$ cat src/rtl/plru_array_pkg.sv
// Shared cache package: PLRU FSM states and tree-PLRU helper functions.
// Helpers work on a 16-way maximum; callers pass their real way width.
package plru_array_pkg;

  typedef enum logic {
    S_IDLE  = 1'b0,
    S_CLEAR = 1'b1
  } plru_state_e;

  localparam int MAX_WAY_W = 4;
  localparam int MAX_NODES = 16;

  // Point every node on the root-to-leaf path toward the accessed way.
  function automatic logic [MAX_NODES-1:0] tree_update(
    input logic [MAX_NODES-1:0] bits,
    input logic [MAX_WAY_W-1:0] way,
    input int                   way_w
  );
    logic [MAX_NODES-1:0] nb;
    logic [3:0]           node;
    logic                 b;
    nb   = bits;
    node = '0;
    for (int l = MAX_WAY_W-1; l >= 0; l--) begin
      if (l < way_w) begin
        b        = way[2'(l)];
        nb[node] = b;
        node     = {node[2:0], 1'b0} + 4'd1 + {3'b0, b};
      end
    end
    return nb;
  endfunction

  // Descend away from the most recently used half at every level.
  function automatic logic [MAX_WAY_W-1:0] tree_victim(
    input logic [MAX_NODES-1:0] bits,
    input int                   way_w
  );
    logic [MAX_WAY_W-1:0] v;
    logic [3:0]           node;
    logic                 b;
    v    = '0;
    node = '0;
    for (int l = MAX_WAY_W-1; l >= 0; l--) begin
      if (l < way_w) begin
        b          = ~bits[node];
        v[2'(l)]   = b;
        node       = {node[2:0], 1'b0} + 4'd1 + {3'b0, b};
      end
    end
    return v;
  endfunction

endpackage

$ cat src/rtl/plru_array_if.sv
// Lookup / update / clear bundle between the tag pipeline and the PLRU array.
// Master drives requests; slave returns the victim and busy.
interface plru_array_if #(
  parameter int WAYS = 4,
  parameter int SETS = 16
);
  localparam int WAY_W = $clog2(WAYS);
  localparam int SET_W = $clog2(SETS);

  logic             lkp_valid;
  logic [SET_W-1:0] lkp_set;
  logic [WAYS-1:0]  lkp_way_valid;
  logic             victim_valid;
  logic [WAY_W-1:0] victim_way;
  logic             upd_valid;
  logic [SET_W-1:0] upd_set;
  logic [WAY_W-1:0] upd_way;
  logic             clr_req;
  logic             busy;

  modport master (
    output lkp_valid, lkp_set, lkp_way_valid,
    output upd_valid, upd_set, upd_way, clr_req,
    input  victim_valid, victim_way, busy
  );

  modport slave (
    input  lkp_valid, lkp_set, lkp_way_valid,
    input  upd_valid, upd_set, upd_way, clr_req,
    output victim_valid, victim_way, busy
  );
endinterface

$ cat src/rtl/plru_array_tree.sv
// Combinational tree-PLRU: next bits for an access and victim for a lookup.
// The update result also feeds the lookup side for same-set bypass.
module plru_tree
  import plru_array_pkg::*;
#(
  parameter int WAYS   = 4,
  parameter int WAY_W  = $clog2(WAYS),
  parameter int NODE_W = WAYS - 1
) (
  input  logic [NODE_W-1:0] i_upd_bits,
  input  logic [WAY_W-1:0]  i_upd_way,
  output logic [NODE_W-1:0] o_upd_bits,
  input  logic [NODE_W-1:0] i_lkp_bits,
  input  logic [WAYS-1:0]   i_lkp_mask,
  output logic [WAY_W-1:0]  o_victim
);

  logic [WAY_W-1:0] w_walk;
  logic [WAY_W-1:0] w_inv_way;
  logic             w_inv;

  assign o_upd_bits = NODE_W'(tree_update(
    16'(i_upd_bits), 4'(i_upd_way), WAY_W));

  assign w_walk = WAY_W'(tree_victim(
    16'(i_lkp_bits), WAY_W));

  // Downward scan leaves the lowest invalid way.
  always_comb begin
    w_inv     = 1'b0;
    w_inv_way = '0;
    for (int i = WAYS-1; i >= 0; i--) begin
      if (!i_lkp_mask[i]) begin
        w_inv     = 1'b1;
        w_inv_way = WAY_W'(i);
      end
    end
  end

  assign o_victim = w_inv ? w_inv_way : w_walk;

endmodule

$ cat src/rtl/plru_array.sv
// Per-set tree-PLRU state in flops with one-cycle victim lookup,
// same-cycle update bypass and a one-set-per-cycle clear sweep.
module plru_array
  import plru_array_pkg::*;
#(
  parameter int WAYS = 4,
  parameter int SETS = 16
) (
  input  logic         clk,
  input  logic         rst_n,
  plru_array_if.slave  bus
);

  localparam int WAY_W  = $clog2(WAYS);
  localparam int SET_W  = $clog2(SETS);
  localparam int NODE_W = WAYS - 1;

  logic [NODE_W-1:0] r_tree [SETS];
  plru_state_e       r_state;
  logic [SET_W-1:0]  r_cnt;
  logic              r_victim_valid;
  logic [WAY_W-1:0]  r_victim_way;

  logic [NODE_W-1:0] w_upd_bits;
  logic [NODE_W-1:0] w_next_bits;
  logic [NODE_W-1:0] w_lkp_bits;
  logic [WAY_W-1:0]  w_victim;
  logic              w_bypass;

  assign w_upd_bits = r_tree[bus.upd_set];
  assign w_bypass   = bus.upd_valid
                    && (bus.upd_set == bus.lkp_set);
  assign w_lkp_bits = w_bypass ? w_next_bits
                               : r_tree[bus.lkp_set];

  plru_tree #(
    .WAYS (WAYS)
  ) u_tree (
    .i_upd_bits (w_upd_bits),
    .i_upd_way  (bus.upd_way),
    .o_upd_bits (w_next_bits),
    .i_lkp_bits (w_lkp_bits),
    .i_lkp_mask (bus.lkp_way_valid),
    .o_victim   (w_victim)
  );

  always_ff @(posedge clk or negedge rst_n) begin
    if (!rst_n) begin
      for (int s = 0; s < SETS; s++) r_tree[s] <= '0;
      r_state        <= S_IDLE;
      r_cnt          <= '0;
      r_victim_valid <= 1'b0;
      r_victim_way   <= '0;
    end else begin
      unique case (r_state)
        S_IDLE: begin
          if (bus.clr_req) begin
            r_state        <= S_CLEAR;
            r_cnt          <= '0;
            r_victim_valid <= 1'b0;
          end else begin
            if (bus.upd_valid)
              r_tree[bus.upd_set] <= w_next_bits;
            r_victim_valid <= bus.lkp_valid;
            if (bus.lkp_valid)
              r_victim_way <= w_victim;
          end
        end
        S_CLEAR: begin
          r_tree[r_cnt]  <= '0;
          r_victim_valid <= 1'b0;
          r_cnt          <= r_cnt + 1'b1;
          if (r_cnt == SET_W'(SETS-1))
            r_state <= S_IDLE;
        end
        default: r_state <= S_IDLE;
      endcase
    end
  end

  assign bus.busy         = (r_state == S_CLEAR);
  assign bus.victim_valid = r_victim_valid;
  assign bus.victim_way   = r_victim_way;

endmodule

$ cat src/flat_wrapper.sv
// flat-port wrapper written by rule: the top's interface ports become plain ports
module plru_array_flat import plru_array_pkg::*;
#(
  parameter int WAYS = 4,
  parameter int SETS = 16
)
  (clk, rst_n, bus_lkp_valid, bus_lkp_set, bus_lkp_way_valid, bus_upd_valid, bus_upd_set, bus_upd_way, bus_clr_req, bus_victim_valid, bus_victim_way, bus_busy);
  plru_array_if #(.WAYS(WAYS), .SETS(SETS)) bus_i ();
  input  logic clk;
  input  logic rst_n;
  input wire logic [$bits(bus_i.lkp_valid)-1:0] bus_lkp_valid;
  input wire logic [$bits(bus_i.lkp_set)-1:0] bus_lkp_set;
  input wire logic [$bits(bus_i.lkp_way_valid)-1:0] bus_lkp_way_valid;
  input wire logic [$bits(bus_i.upd_valid)-1:0] bus_upd_valid;
  input wire logic [$bits(bus_i.upd_set)-1:0] bus_upd_set;
  input wire logic [$bits(bus_i.upd_way)-1:0] bus_upd_way;
  input wire logic [$bits(bus_i.clr_req)-1:0] bus_clr_req;
  output wire logic [$bits(bus_i.victim_valid)-1:0] bus_victim_valid;
  output wire logic [$bits(bus_i.victim_way)-1:0] bus_victim_way;
  output wire logic [$bits(bus_i.busy)-1:0] bus_busy;
  assign bus_i.lkp_valid = bus_lkp_valid;
  assign bus_i.lkp_set = bus_lkp_set;
  assign bus_i.lkp_way_valid = bus_lkp_way_valid;
  assign bus_i.upd_valid = bus_upd_valid;
  assign bus_i.upd_set = bus_upd_set;
  assign bus_i.upd_way = bus_upd_way;
  assign bus_i.clr_req = bus_clr_req;
  assign bus_victim_valid = bus_i.victim_valid;
  assign bus_victim_way = bus_i.victim_way;
  assign bus_busy = bus_i.busy;
  plru_array #(.WAYS(WAYS), .SETS(SETS)) u_core (.clk(clk), .rst_n(rst_n), .bus(bus_i));
endmodule
$ cat config.mk
export PLATFORM = sky130hd
export DESIGN_NAME = plru_array_flat
export DESIGN_NICKNAME = d
export VERILOG_FILES = /design/src/rtl/plru_array_pkg.sv /design/src/rtl/plru_array_if.sv /design/src/rtl/plru_array_tree.sv /design/src/rtl/plru_array.sv /design/src/flat_wrapper.sv
export SDC_FILE = /design/constraint.sdc
export NUM_CORES = 1
export LEC_CHECK = 0
export CAP_MARGIN = 20
export CORE_ASPECT_RATIO = 1.1
export CORE_MARGIN = 1
export CORE_UTILIZATION = 30
export DETAILED_ROUTE_END_ITERATION = 8
export GPL_TIMING_DRIVEN = 0
export PLACE_DENSITY = 0.58
export SETUP_SLACK_MARGIN = 0.15
export SYNTH_ARGS = -nofsm -noshare
export SYNTH_HDL_FRONTEND = slang
export SYNTH_SLANG_ARGS = --single-unit
$ cat constraint.sdc
create_clock -name clk -period 3.58 [get_ports clk]
set_input_delay 0.358 -clock clk [delete_from_list [all_inputs] [get_ports clk]]
set_output_delay 0.358 -clock clk [all_outputs]
set_load 0.005 [all_outputs]
Word level (Yosys, flattened, before mapping)

Index checks and enable logic that the tools add are counted.

Register bits after elaboration: 56
Input port bits: 19
Output and inout port bits: 4
Word-level logic and storage cells: 87

Add/sub/neg operators: 3
Magnitude comparators: 8
Equal/unequal tests: 5
Mux-type cells: 36
Bitwise logic cells: 9
Reductions and logical operators: 6

Operator list:

| cell                                                       | count |
|---|---|
| 2-to-1 mux 48 bit                                          | 2 |
| one-hot mux 48 bit (2 select lines)                        | 1 |
| bitwise AND 48 bit                                         | 1 |
| bitwise mux 48 bit                                         | 1 |
| inverter 48 bit                                            | 1 |
| binary-select mux 3 bit (select 4 bit)                     | 2 |
| demux 3 bit (select 4 bit)                                 | 2 |
| 2-to-1 mux 3 bit                                           | 7 |
| bitwise mux 16 bit                                         | 1 |
| >= comparator 5 bit, second input constant                 | 3 |
| inverter 4 -> 5 bit                                        | 3 |
| less-than comparator 5 x 1 -> 1 bit, second input constant | 2 |
| 2-to-1 mux 2 bit                                           | 5 |
| 2-to-1 mux 1 bit                                           | 9 |
| one-hot mux 4 bit (2 select lines)                         | 1 |
| != test 2 bit, second input constant                       | 3 |
| less-than comparator 2 x 5 -> 1 bit, second input constant | 1 |
| less-than comparator 4 x 5 -> 1 bit, second input constant | 1 |
| adder 1 x 1 -> 2 bit, first input constant                 | 2 |
| adder 4 x 1 -> 4 bit, second input constant                | 1 |
| binary-select mux 1 bit (select 4 bit)                     | 1 |
| demux 1 bit (select 4 bit)                                 | 1 |
| == test 4 bit                                              | 1 |
| == test 4 bit, second input constant                       | 1 |
| 7 further kinds                                            | 14 |

Logic depth before layout (Yosys ltp)

Gate-level depths: netlist of the first run.

Depth in word-level cells: 13
Gate-level depth with buffers: 8
Depth with buffers taken out: 6

Hierarchy

A second synthesis of the first run with hierarchy kept.

Cell total of the unflattened synthesis: 305
Area total of the unflattened synthesis: 3349.5 µm²

By module, submodules not included:

| module     | instances | cells an instance | area an instance (µm²) | sequential area each (µm²) |
|---|---|---|---|---|
| plru_array | 1         | 296               | 3280.6                 | 1401.3 |
| plru_tree  | 1         | 9                 | 68.8                   | 0.0 |

Worst setup path after synthesis of the first run

OpenSTA, ideal clock, no wires.

Kind: input port to flip-flop
From: input bus_upd_set[0]
To: register u_core.r_tree[14] (netlist bit)
Setup time: 0.141 ns
Arrival: 2.182 ns
Required time: 3.439 ns
Setup slack: 1.257 ns
Stages on the path: 8
Path buffers: 3
Path through: buf_2 buf_6 mux4_2 mux4_2 and2_4 a21oi_4 buf_6 mux2i_1

Cells in the longest elaborated chain, start to end: 9
Elaborated cells on any way between the ends: 14
Those cells by class: 2 x order compare; 10 x mux; 1 x bitwise; 1 x reduce/logical

Ends and longest elaborated chain:

| element                                                                     | line                                   | source |
|---|---|---|
| from (decl)                                                                 | flat_wrapper.sv:15                     | `input wire logic [$bits(bus_i.upd_set)-1:0] bus_upd_set;` |
| inverter 4 -> 5 bit (implied by the code) *                                 | plru_array.sv:30, plru_array.sv:63     |  |
| >= comparator 5 bit (implied by the code) (tied with other cells)           | plru_array.sv:63                       | `r_tree[bus.upd_set] <= w_next_bits;` |
| logical AND 1 bit (implied by the code) or 2-to-1 mux 3 bit (tied branches) | plru_array.sv:63, plru_array.sv:30     |  |
| 2-to-1 mux 3 bit (on tied branches)                                         | plru_array.sv:63, plru_array.sv:30     |  |
| demux 3 bit (select 4 bit) or bitwise mux 16 bit (tied branches)            | plru_array.sv:63, plru_array_pkg.sv:27 |  |
| bitwise mux 48 bit *                                                        | plru_array.sv:63                       |  |
| 2-to-1 mux 48 bit *                                                         | plru_array.sv:62                       | `if (bus.upd_valid)` |
| 2-to-1 mux 48 bit *                                                         | plru_array.sv:57                       | `if (bus.clr_req) begin` |
| one-hot mux 48 bit (2 select lines) *                                       | plru_array.sv:55                       | `unique case (r_state)` |
| to (signal, indexed assignment)                                             | plru_array.sv:63                       |  |
| to (decl)                                                                   | plru_array.sv:18                       | `logic [NODE_W-1:0] r_tree [SETS];` |

Every way passes the cells marked *; elsewhere a longest branch is shown, timed or not. The select of a mux whose other input is x is not followed.
A chain may end at the register's enable or synchronous reset.

Worst setup path after layout of the first run

From: input bus_lkp_set[2]
To: register u_core.r_victim_way[0], in the netlist u_core.bus.victim_way[0]

Cells in the longest elaborated chain, start to end: 11
Elaborated cells on any way between the ends: 13
Those cells by class: 1 x add/sub; 1 x eq/ne; 7 x mux; 3 x bitwise; 1 x reduce/logical

Ends and longest elaborated chain:

| element                                              | line                  | source |
|---|---|---|
| from (decl)                                          | flat_wrapper.sv:12    | `input wire logic [$bits(bus_i.lkp_set)-1:0] bus_lkp_set;` |
| inverter 4 -> 5 bit (implied by the code)            | plru_array.sv:34      | `: r_tree[bus.lkp_set];` |
| binary-select mux 3 bit (select 4 bit)               | plru_array.sv:34      |  |
| 2-to-1 mux 3 bit (implied by the code) (2 in series) | plru_array.sv:34      |  |
| 2-to-1 mux 3 bit *                                   | plru_array.sv:33      | `assign w_lkp_bits = w_bypass ? w_next_bits` |
| inverter 1 bit                                       | plru_array_pkg.sv:46  | `b = ~bits[node];` |
| adder 1 x 1 -> 2 bit                                 | plru_array_pkg.sv:48  | `node = {node[2:0], 1'b0} + 4'd1 + {3'b0, b};` |
| binary-select mux 1 bit (select 4 bit) *             | plru_array_pkg.sv:46  |  |
| 2-to-1 mux 1 bit (implied by the code) *             | plru_array_pkg.sv:46  |  |
| inverter 1 bit *                                     | plru_array_pkg.sv:46  |  |
| 2-to-1 mux 2 bit *                                   | plru_array_tree.sv:40 | `assign o_victim = w_inv ? w_inv_way : w_walk;` |
| to (signal assigned)                                 | plru_array.sv:66      | `r_victim_way <= w_victim;` |
| to (decl)                                            | plru_array.sv:22      | `logic [WAY_W-1:0] r_victim_way;` |

Marked as above.

==> results of run 1 <==
==> final cells by class <==
cell class / instances / area (sq um)
Tap cell: 143 / 179
Timing Repair Buffer: 21 / 223
Inverter: 5 / 18.8
Buffer: 16 / 78.8
Fill cell: 1066 / 6670
Clock buffer: 7 / 143
Multi-Input combinational cell: 221 / 1720
Clock inverter: 1 / 7.51
Sequential cell: 56 / 1400
==> layer usage <==
metal  share of wire  GRT usage
met5               0          0
met4           0.019     0.0444
met3           0.048     0.0347
met2            0.48      0.270
met1            0.45      0.237
==> cells by family after synthesis <==
family | after synthesis | synth area share
and+or+nand+nor | 118 | 0.180
buffers and inverters | 21 | 0.0303
DFF | 56 | 0.435
xor gates and xnor gates | 5 | 0.0136
adders and majority gates | 4 | 0.0155
muxes | 41 | 0.213
AOI/OAI and AO/OA | 53 | 0.113
==> Yosys cell counts <==
cell type	count
a21oi_1	1
xnor2_1	2
o31ai_1	1
mux4_2	22
inv_1	5
nand4b_1	1
dfrtp_1	56
and2_4	1
a21oi_4	1
buf_1	2
nor4b_1	2
ha_1	4
buf_6	2
nor3b_1	1
clkbuf_1	9
nor3_1	6
or3_1	1
mux2_2	1
buf_2	3
a32oi_1	2
and3_1	2
xor2_1	3
nand2b_1	5
o2bb2ai_1	2
a21o_1	1
o21ai_0	23
o21ai_1	5
or4_1	1
nor2_1	13
nor2b_1	7
and2_1	3
nor4_1	2
a21oi_2	1
nand2_1	38
nand4_1	4
o22ai_1	3
a32o_1	9
mux2i_1	18
nand3_1	30
a22o_1	4
nand3b_1	1
==> where the power goes <==
group / internal, W / total, W / switching [W]
sequential: 0.000759 / 0.000877 / 0.000118
clock: 0.000280 / 0.000511 / 0.000231
combinational: 0.000281 / 0.000643 / 0.000363
==> through the flow <==
step | utilization | cells | setup slack, ns | area (sq um)
global placement | 0.345 | 461 | 0.314 | 3600
floorplan | - | 298 | 1.26 | 3220
CTS | 0.361 | 470 | 0.637 | 3770
detailed placement | 0.347 | 462 | 0.331 | 3620
finish | 0.361 | 470 | 0.645 | 3770
global route | 0.361 | 470 | 0.542 | 3770
==> registers in the layout, summed over array words and instances (netlist names) <==
name	count
u_core.r_cnt	4
u_core.bus.busy	1
u_core.r_tree	48
u_core.bus.victim_valid	1
u_core.bus.victim_way	2
==> worst register-to-register path: stages (launching register included) <==
cell and delay [ns]:
dfrtp_1 0.43, mux4_2 0.49, mux4_2 0.47, and2_1 0.19, a21oi_2 0.34, buf_2 0.33
mux2i_1 0.12
==> worst min-delay path by stage <==
stage	startpoint	to	slack [ns]	cells past startpoint
finish	rst_n	u_core.r_tree[47]	0.18	1
global route	rst_n	u_core.r_tree[47]	0.25	1
CTS	rst_n	u_core.r_tree[46]	0.20	1
detailed placement	u_core.r_tree[42]	u_core.r_tree[42]	0.49	1
global placement	u_core.r_tree[32]	u_core.r_tree[32]	0.48	2
floorplan	rst_n	u_core.bus.busy	0.06	0
==> flow_metrics.env, run 1 <==
export IMPL_dr_pass1_iters=4
export IMPL_cp_arrival_ns=3.10
export IMPL_worstPathRequired_ns=3.75
export IMPL_ios=23
export IMPL_ys_ff_latch=56
export IMPL_reg2reg_slack_ns=1.08
export IMPL_area_growth_syn_to_layout_pct=17.1
export IMPL_wire_per_inst_microns=18.9
export IMPL_min_path_type="primary input to asynchronous set/reset pin"
export IMPL_ys_types=41
export IMPL_cts_hold_buf=0
export IMPL_cp_slowest_cell="clkdlybuf4s50_1"
export IMPL_min_period_ns=2.93
export IMPL_cts_buffers=5
export IMPL_totalWireLength_microns=8870
export IMPL_antenna_found_initial=0
export IMPL_layout_common_cells="dfrtp_1 (56), nand2_1 (38), nand3_1 (30)"
export IMPL_critical_path_startpoint="bus_lkp_set[2]"
export IMPL_crit_family="buffers and inverters"
export IMPL_viasPerCell=5.52
export IMPL_syn_area_per_cell_sq_um=10.8
export IMPL_total_power_w=0.00203
export IMPL_power_density_mw_per_mm2=538
export IMPL_syn_nets=321
export IMPL_overflow=0
export IMPL_place_hpwl_microns=6780
export IMPL_std_cell_rows=39
export IMPL_nets=349
export IMPL_first_iter_violations=240
export IMPL_core_area_sq_mm=0.0104
export IMPL_netlist_instances=298
export IMPL_crit_end="u_core.bus.victim_way[0]"
export IMPL_ys_top_cells_by_area="dfrtp_1 (43%), mux4_2 (15%), mux2i_1 (5.6%), nand3_1 (4.7%), nand2_1 (4.4%)"
export IMPL_max_freq_mhz=341
export IMPL_r2r_end="u_core.r_tree[37]"
export IMPL_grt_max_degree=35
export IMPL_path_depth=7
export IMPL_hold_viol_final=0
export IMPL_die_h_microns=111
export IMPL_cts_tree="built"
export IMPL_rsz0062_at_grt="false"
export IMPL_maxCapViolations=0
export IMPL_whs_ns=0.176
export IMPL_drc_errors=0
export IMPL_dieArea_sq_mm=0.0112
export IMPL_vdd_ir_drop_worst_uv=264
export IMPL_h_tree_depth=2
export IMPL_finalSetupViolCount=0
export IMPL_cp_end_kind="flop"
export IMPL_postCtsSetupRepairBufs=0
export IMPL_port_buffers=20
export IMPL_yosys_warnings=0
export IMPL_grt_first_pass_wirelength_microns=14200
export IMPL_netlist_area_sq_mm=0.00322
export IMPL_critPathMaxFanout=10
export IMPL_crit_path_start_kind="primary input"
export IMPL_status="finished clean"
export IMPL_slew_viol_final=0
export IMPL_worstSetupPathType="primary input to flop"
export IMPL_clockBufferDepth=2
export IMPL_crit_top_cell="mux2i_1"
export IMPL_gp_congestion=0.838
export IMPL_grt_pass1_vias=2575
export IMPL_clock_sinks=56
export IMPL_cp_cell_sequence="clkdlybuf4s50_1 -> buf_1 -> mux4_2 -> mux2i_1 -> mux2i_1 -> nor4_1 -> or4_1"
export IMPL_initial_core_util=0.309
export IMPL_seq_area_frac_synth=0.435
export IMPL_leakagePower_nw=1.49
export IMPL_cts_resized=0
export IMPL_clockRootBuffer="clkbuf_16"
export IMPL_die_w_microns=101
export IMPL_vias=2596
export IMPL_ant_nets=0
export IMPL_n_antenna_cell=0
export IMPL_worst_pin_slew_ns=0.875
export IMPL_clk_latency_ns=0.30
export IMPL_yosysTopAreaCellShare=0.435
export IMPL_r2r_start="u_core.r_tree[1]"
export IMPL_timing_critical_path_buf_inv=2
export IMPL_path_clk_slew_ns=0.07
export IMPL_slew_headroom=0.417
export IMPL_fin_crit_sh=0.820
export IMPL_track_usage=0.170
export IMPL_final_common_cell="dfrtp_1"
export IMPL_tns_ns=0
export IMPL_critPathMaxStageDelay_ns=0.62
export IMPL_worst_r2r_path_depth=6
export IMPL_synth_top_area_cell="dfrtp_1"
export IMPL_finClkSkew_ns=0.00515
export IMPL_drive_gt1_frac=0.122
No activity file was read; power rests on OpenSTA's default activity.
==> run 2: changes to the inputs <==
Clock period 3.58 ns to 2.8 ns, I/O delays scaled along.
==> flow_metrics.env, run 2 (same netlist as run 1, synthesis figures left out) <==
export IMPL_grt_max_degree=35
export IMPL_worst_r2r_path_depth=6
export IMPL_r2r_start="u_core.r_tree[1]"
export IMPL_h_tree_depth=2
export IMPL_stdcell_area_sq_mm=0.00380
export IMPL_n_antenna_cell=0
export IMPL_worst_slack_ns=0.278
export IMPL_finalSetupViolCount=0
export IMPL_core_area_sq_mm=0.0104
export IMPL_tns_ns=0
export IMPL_antenna_found_initial=0
export IMPL_viasPerCell=5.57
export IMPL_ant_nets=0
export IMPL_port_buffers=20
export IMPL_fin_crit_sh=0.901
export IMPL_reg2reg_slack_ns=0.29
export IMPL_worstPathRequired_ns=2.97
export IMPL_dieArea_sq_mm=0.0112
export IMPL_place_ws_ns=-0.371
export IMPL_critical_path_startpoint="bus_lkp_set[2]"
export IMPL_cts_tree="built"
export IMPL_area_growth_syn_to_layout_pct=17.9
export IMPL_cp_slowest_cell="clkdlybuf4s50_1"
export IMPL_hold_viol_final=0
export IMPL_grt_pass1_vias=2575
export IMPL_std_cell_rows=39
export IMPL_gp_congestion=0.838
export IMPL_max_freq_mhz=397
export IMPL_slew_viol_final=0
export IMPL_path_clk_slew_ns=0.08
export IMPL_initial_core_util=0.309
export IMPL_critPathMaxStageDelay_ns=0.61
export IMPL_first_iter_violations=265
export IMPL_r2r_end="u_core.r_tree[37]"
export IMPL_dr_pass1_iters=5
export IMPL_overflow=0
export IMPL_power_density_mw_per_mm2=686
export IMPL_nets=349
export IMPL_fin_util=0.364
export IMPL_drive_gt1_frac=0.135
export IMPL_slew_headroom=0.418
export IMPL_crit_end="u_core.bus.victim_way[0]"
export IMPL_track_usage=0.170
export IMPL_largest_reg_flops=48
export IMPL_die_h_microns=111
export IMPL_fillerInstances=1068
export IMPL_cp_arrival_ns=2.69
export IMPL_worstSetupPathType="primary input to flop"
export IMPL_clockRootBuffer="clkbuf_16"
export IMPL_grt_first_pass_wirelength_microns=14200
export IMPL_top_register="u_core.r_tree"
export IMPL_cts_buffers=5
export IMPL_vias=2620
export IMPL_layout_common_cells="dfrtp_1 (56), nand2_1 (38), nand3_1 (30)"
export IMPL_cp_end_kind="flop"
export IMPL_place_hpwl_microns=6780
export IMPL_rsz0062_at_grt="false"
export IMPL_placed_area_sq_mm=0.00362
export IMPL_maxCapViolations=0
export IMPL_vdd_ir_drop_worst_uv=338
export IMPL_min_period_ns=2.52
export IMPL_worst_pin_slew_ns=0.874
export IMPL_crit_path_start_kind="primary input"
export IMPL_min_path_type="primary input to asynchronous set/reset pin"
export IMPL_final_common_cell="dfrtp_1"
export IMPL_clockBufferDepth=2
export IMPL_cts_hold_buf=0
export IMPL_ios=23
export IMPL_finClkSkew_ns=0.00661
export IMPL_die_w_microns=101
export IMPL_clock_sinks=56
export IMPL_drc_errors=0
export IMPL_totalWireLength_microns=8910
export IMPL_status="finished clean"
export IMPL_wire_per_inst_microns=19.0
export IMPL_leakagePower_nw=1.50
export IMPL_clk_latency_ns=0.30
export IMPL_critPathMaxFanout=10
export IMPL_cp_cell_sequence="clkdlybuf4s50_1 -> buf_2 -> mux4_2 -> mux2i_2 -> mux2i_1 -> nor4_1 -> or4_1"
-- run 2: stage by stage --
stage	power, W	hold WS (ns)	instances
after CTS	0.00261	0.122	470
after detailed placement	0.00195	0.443	462
final	0.00261	0.0930	470
after floorplan	0.00163	-0.0156	298
after global routing	0.00276	0.169	470
after global placement	0.00192	0.481	461
-- run 2: power by group --
group / total, W / switching (W) / internal (W)
combinational: 0.000828 / 0.000466 / 0.000362
sequential: 0.00112 / 0.000149 / 0.000971
clock: 0.000659 / 0.000301 / 0.000358
total: 0.00261 / 0.000917 / 0.00169
-- run 2: worst min path at each step --
stage               slack (ns)  cells past startpoint         startpoint           endpoint
finish                    0.09                      1              rst_n  u_core.r_tree[47]
global route              0.17                      1              rst_n  u_core.r_tree[47]
CTS                       0.12                      1              rst_n  u_core.r_tree[46]
detailed placement        0.44                      1              rst_n  u_core.r_tree[46]
global placement          0.48                      2  u_core.r_tree[32]  u_core.r_tree[32]
floorplan                -0.02                      0              rst_n    u_core.bus.busy
-- run 2: repair_timing --
| action | in CTS | in global routing |
|---|---|---|
| endpoints found under the setup margin | 13 | 16 |
| setup buffers | 0 | 0 |
| resized for setup | 4 | 5 |
-- run 2: critical path: cells and delay by family --
family / cells / cell delay, ns
buffers and inverters: 2 / 0.93
and+or+nand+nor: 2 / 0.57
muxes: 3 / 0.90
-- run 2: cell type report --
| type | count | area, sq um | share of cell area |
|---|---|---|---|
| Buffer | 16 | 90.1 | 0.0237 |
| Clock buffer | 7 | 143 | 0.0375 |
| Clock inverter | 1 | 7.51 | 0.00198 |
| Inverter | 5 | 18.8 | 0.00494 |
| Multi-Input combinational cell | 221 | 1730 | 0.457 |
| Sequential cell | 56 | 1400 | 0.369 |
| Tap cell | 143 | 179 | 0.0471 |
| Timing Repair Buffer | 21 | 225 | 0.0593 |
-- run 2: metal layers --
| metal | vias up | global-route usage | share of wire |
|---|---|---|---|
| li1 | 1177 | - | - |
| met1 | 1333 | 0.236 | 0.44 |
| met2 | 96 | 0.271 | 0.47 |
| met3 | 14 | 0.0347 | 0.061 |
| met4 | 0 | 0.0435 | 0.022 |
| met5 | - | 0 | 0 |
==> run 3: changes to the inputs <==
Settings changed: CORE_MARGIN 1 to 5, HOLD_SLACK_MARGIN from default to 0.12.
==> flow_metrics.env, run 3 (same netlist as run 1, synthesis figures left out) <==
export IMPL_grt_max_degree=34
export IMPL_slew_viol_final=0
export IMPL_totalWireLength_microns=8890
export IMPL_vdd_ir_drop_worst_uv=301
export IMPL_area_growth_syn_to_layout_pct=17.9
export IMPL_die_h_microns=119
export IMPL_dr_pass1_iters=4
export IMPL_maxCapViolations=0
export IMPL_overflow=0
export IMPL_layout_common_cells="dfrtp_1 (56), nand2_1 (38), nand3_1 (30)"
export IMPL_top_register="u_core.r_tree"
export IMPL_n_antenna_cell=0
export IMPL_largest_reg_flops=48
export IMPL_worstSetupPathType="primary input to flop"
export IMPL_port_buffers=20
export IMPL_dp_cells=462
export IMPL_grt_pass1_vias=2474
export IMPL_status="finished clean"
export IMPL_die_w_microns=109
export IMPL_fin_crit_sh=0.929
export IMPL_min_from="u_core.r_tree[42]"
export IMPL_drc_errors=0
export IMPL_cp_end_kind="flop"
export IMPL_drive_gt1_frac=0.134
export IMPL_hold_viol_final=0
export IMPL_finClkSkew_ns=0.00649
export IMPL_power_density_mw_per_mm2=682
export IMPL_final_common_cell="dfrtp_1"
export IMPL_postCtsSetupRepairBufs=0
export IMPL_reg2reg_slack_ns=0.38
export IMPL_clock_sinks=56
export IMPL_cts_tree="built"
export IMPL_wire_per_inst_microns=18.9
export IMPL_min_period_ns=2.60
export IMPL_ios=23
export IMPL_path_clk_slew_ns=0.07
export IMPL_hold_end="u_core.r_tree[42]"
export IMPL_clk_latency_ns=0.30
export IMPL_layoutNonFillerInstCount=471
export IMPL_track_usage=0.142
export IMPL_vias=2547
export IMPL_viasPerCell=5.41
export IMPL_clockBufferDepth=2
export IMPL_finalSetupViolCount=0
export IMPL_core_area_sq_mm=0.0104
export IMPL_max_freq_mhz=384
export IMPL_initial_core_util=0.309
export IMPL_min_path_type="flop to flop"
export IMPL_fillerInstances=1068
export IMPL_grt_first_pass_wirelength_microns=14000
export IMPL_cts_buffers=5
export IMPL_slew_headroom=0.449
export IMPL_place_hpwl_microns=6840
export IMPL_antenna_found_initial=0
export IMPL_worst_pin_slew_ns=0.827
export IMPL_critPathMaxFanout=10
export IMPL_r2r_end="u_core.r_tree[28]"
export IMPL_std_cell_rows=39
export IMPL_fin_util=0.364
export IMPL_r2r_start="u_core.r_tree[1]"
export IMPL_gp_congestion=0.841
export IMPL_h_tree_depth=2
export IMPL_multi_input_area_sq_mm=0.00174
export IMPL_worst_r2r_path_depth=6
export IMPL_worstPathRequired_ns=2.96
export IMPL_clockRootBuffer="clkbuf_16"
export IMPL_leakagePower_nw=1.50
export IMPL_hold_depth=1
export IMPL_rsz0062_at_grt="false"
export IMPL_regArea_sq_mm=0.00140
export IMPL_first_iter_violations=227
export IMPL_nets=350
export IMPL_ant_nets=0
export IMPL_cp_arrival_ns=2.76
export IMPL_dieArea_sq_mm=0.0129
export IMPL_crit_path_start_kind="primary input"
==> run 3: cell types whose count changed in the layout (fill, tap and decap cells not counted), sizes merged <==
| cell | delta |
|---|---|
| clkbuf | -1 |
| clkdlybuf4s50 | +1 |
| clkinv | +2 |
| dlygate4sd3 | +1 |
| clkinvlp | -1 |
| dlymetal6s2s | -1 |
==> run 3: critical path, cell delays in order <==
cell and delay, ns:
clkdlybuf4s50_1 0.66, clkbuf_4 0.30, mux4_2 0.32, mux4_2 0.48
and2_4 0.18, a21oi_4 0.23, buf_6 0.21, mux2i_1 0.09
==> run 3: metal layers <==
metal  vias to the layer above  part of all wire  global-route usage
li1                       1181                 -                   -
met1                      1276              0.45               0.200
met2                        79              0.48               0.219
met3                        11             0.057              0.0322
met4                         0             0.012              0.0379
met5                         -                 0                   0
==> run 3: how the worst max path moves through the flow <==
stage | start | end | slack, ns | cells after the start
2_1_floorplan | bus_upd_set[0] | u_core.r_tree[14] | 0.55 | 8
3_3_place_gp | rst_n | u_core.r_tree[2] | -0.41 | 1
3_5_place_dp | bus_lkp_set[2] | u_core.bus.victim_way[0] | -0.34 | 7
4_1_cts | bus_upd_set[1] | u_core.r_tree[14] | 0.16 | 8
5_1_grt | bus_lkp_set[0] | u_core.bus.victim_way[0] | 0.15 | 7
6_report | bus_upd_set[1] | u_core.r_tree[14] | 0.20 | 8
==> run 3: what timing repair did <==
item	CTS	global route
endpoints found under the hold margin	32	0
setup endpoints to repair	11	15
gates resized for setup	4	4
hold buffers	1	0
==> run 3: area by class of cell <==
type	count	share of cell area
flip-flops and latches	56	0.369
well taps	143	0.0471
repair buffers	22	0.0593
clock buffers	6	0.0366
clock inverters	2	0.00264
plain buffers	16	0.0237
inverters	5	0.00494
multi-input cells	221	0.457
==> run 3: metrics by stage <==
| step | power [W] | hold slack, ns | instance area (sq um) | setup WS (ns) | setup TNS, ns |
|---|---|---|---|---|---|
| 5_1_grt | 0.00275 | 0.520 | 3800 | 0.152 | 0 |
| 6_report | 0.00259 | 0.512 | 3800 | 0.198 | 0 |
| 2_1_floorplan | 0.00163 | -0.0156 | 3220 | 0.555 | 0 |
| 3_3_place_gp | 0.00193 | 0.481 | 3600 | -0.407 | -28.17 |
| 3_5_place_dp | 0.00194 | 0.424 | 3620 | -0.341 | -5.08 |
| 4_1_cts | 0.00259 | 0.514 | 3780 | 0.164 | 0 |
==> run 3: report_power, final <==
part / total (W) / switching, W / internal (W)
Clock: 0.000645 / 0.000291 / 0.000354
Combinational: 0.000828 / 0.000466 / 0.000362
Sequential: 0.00112 / 0.000148 / 0.000971
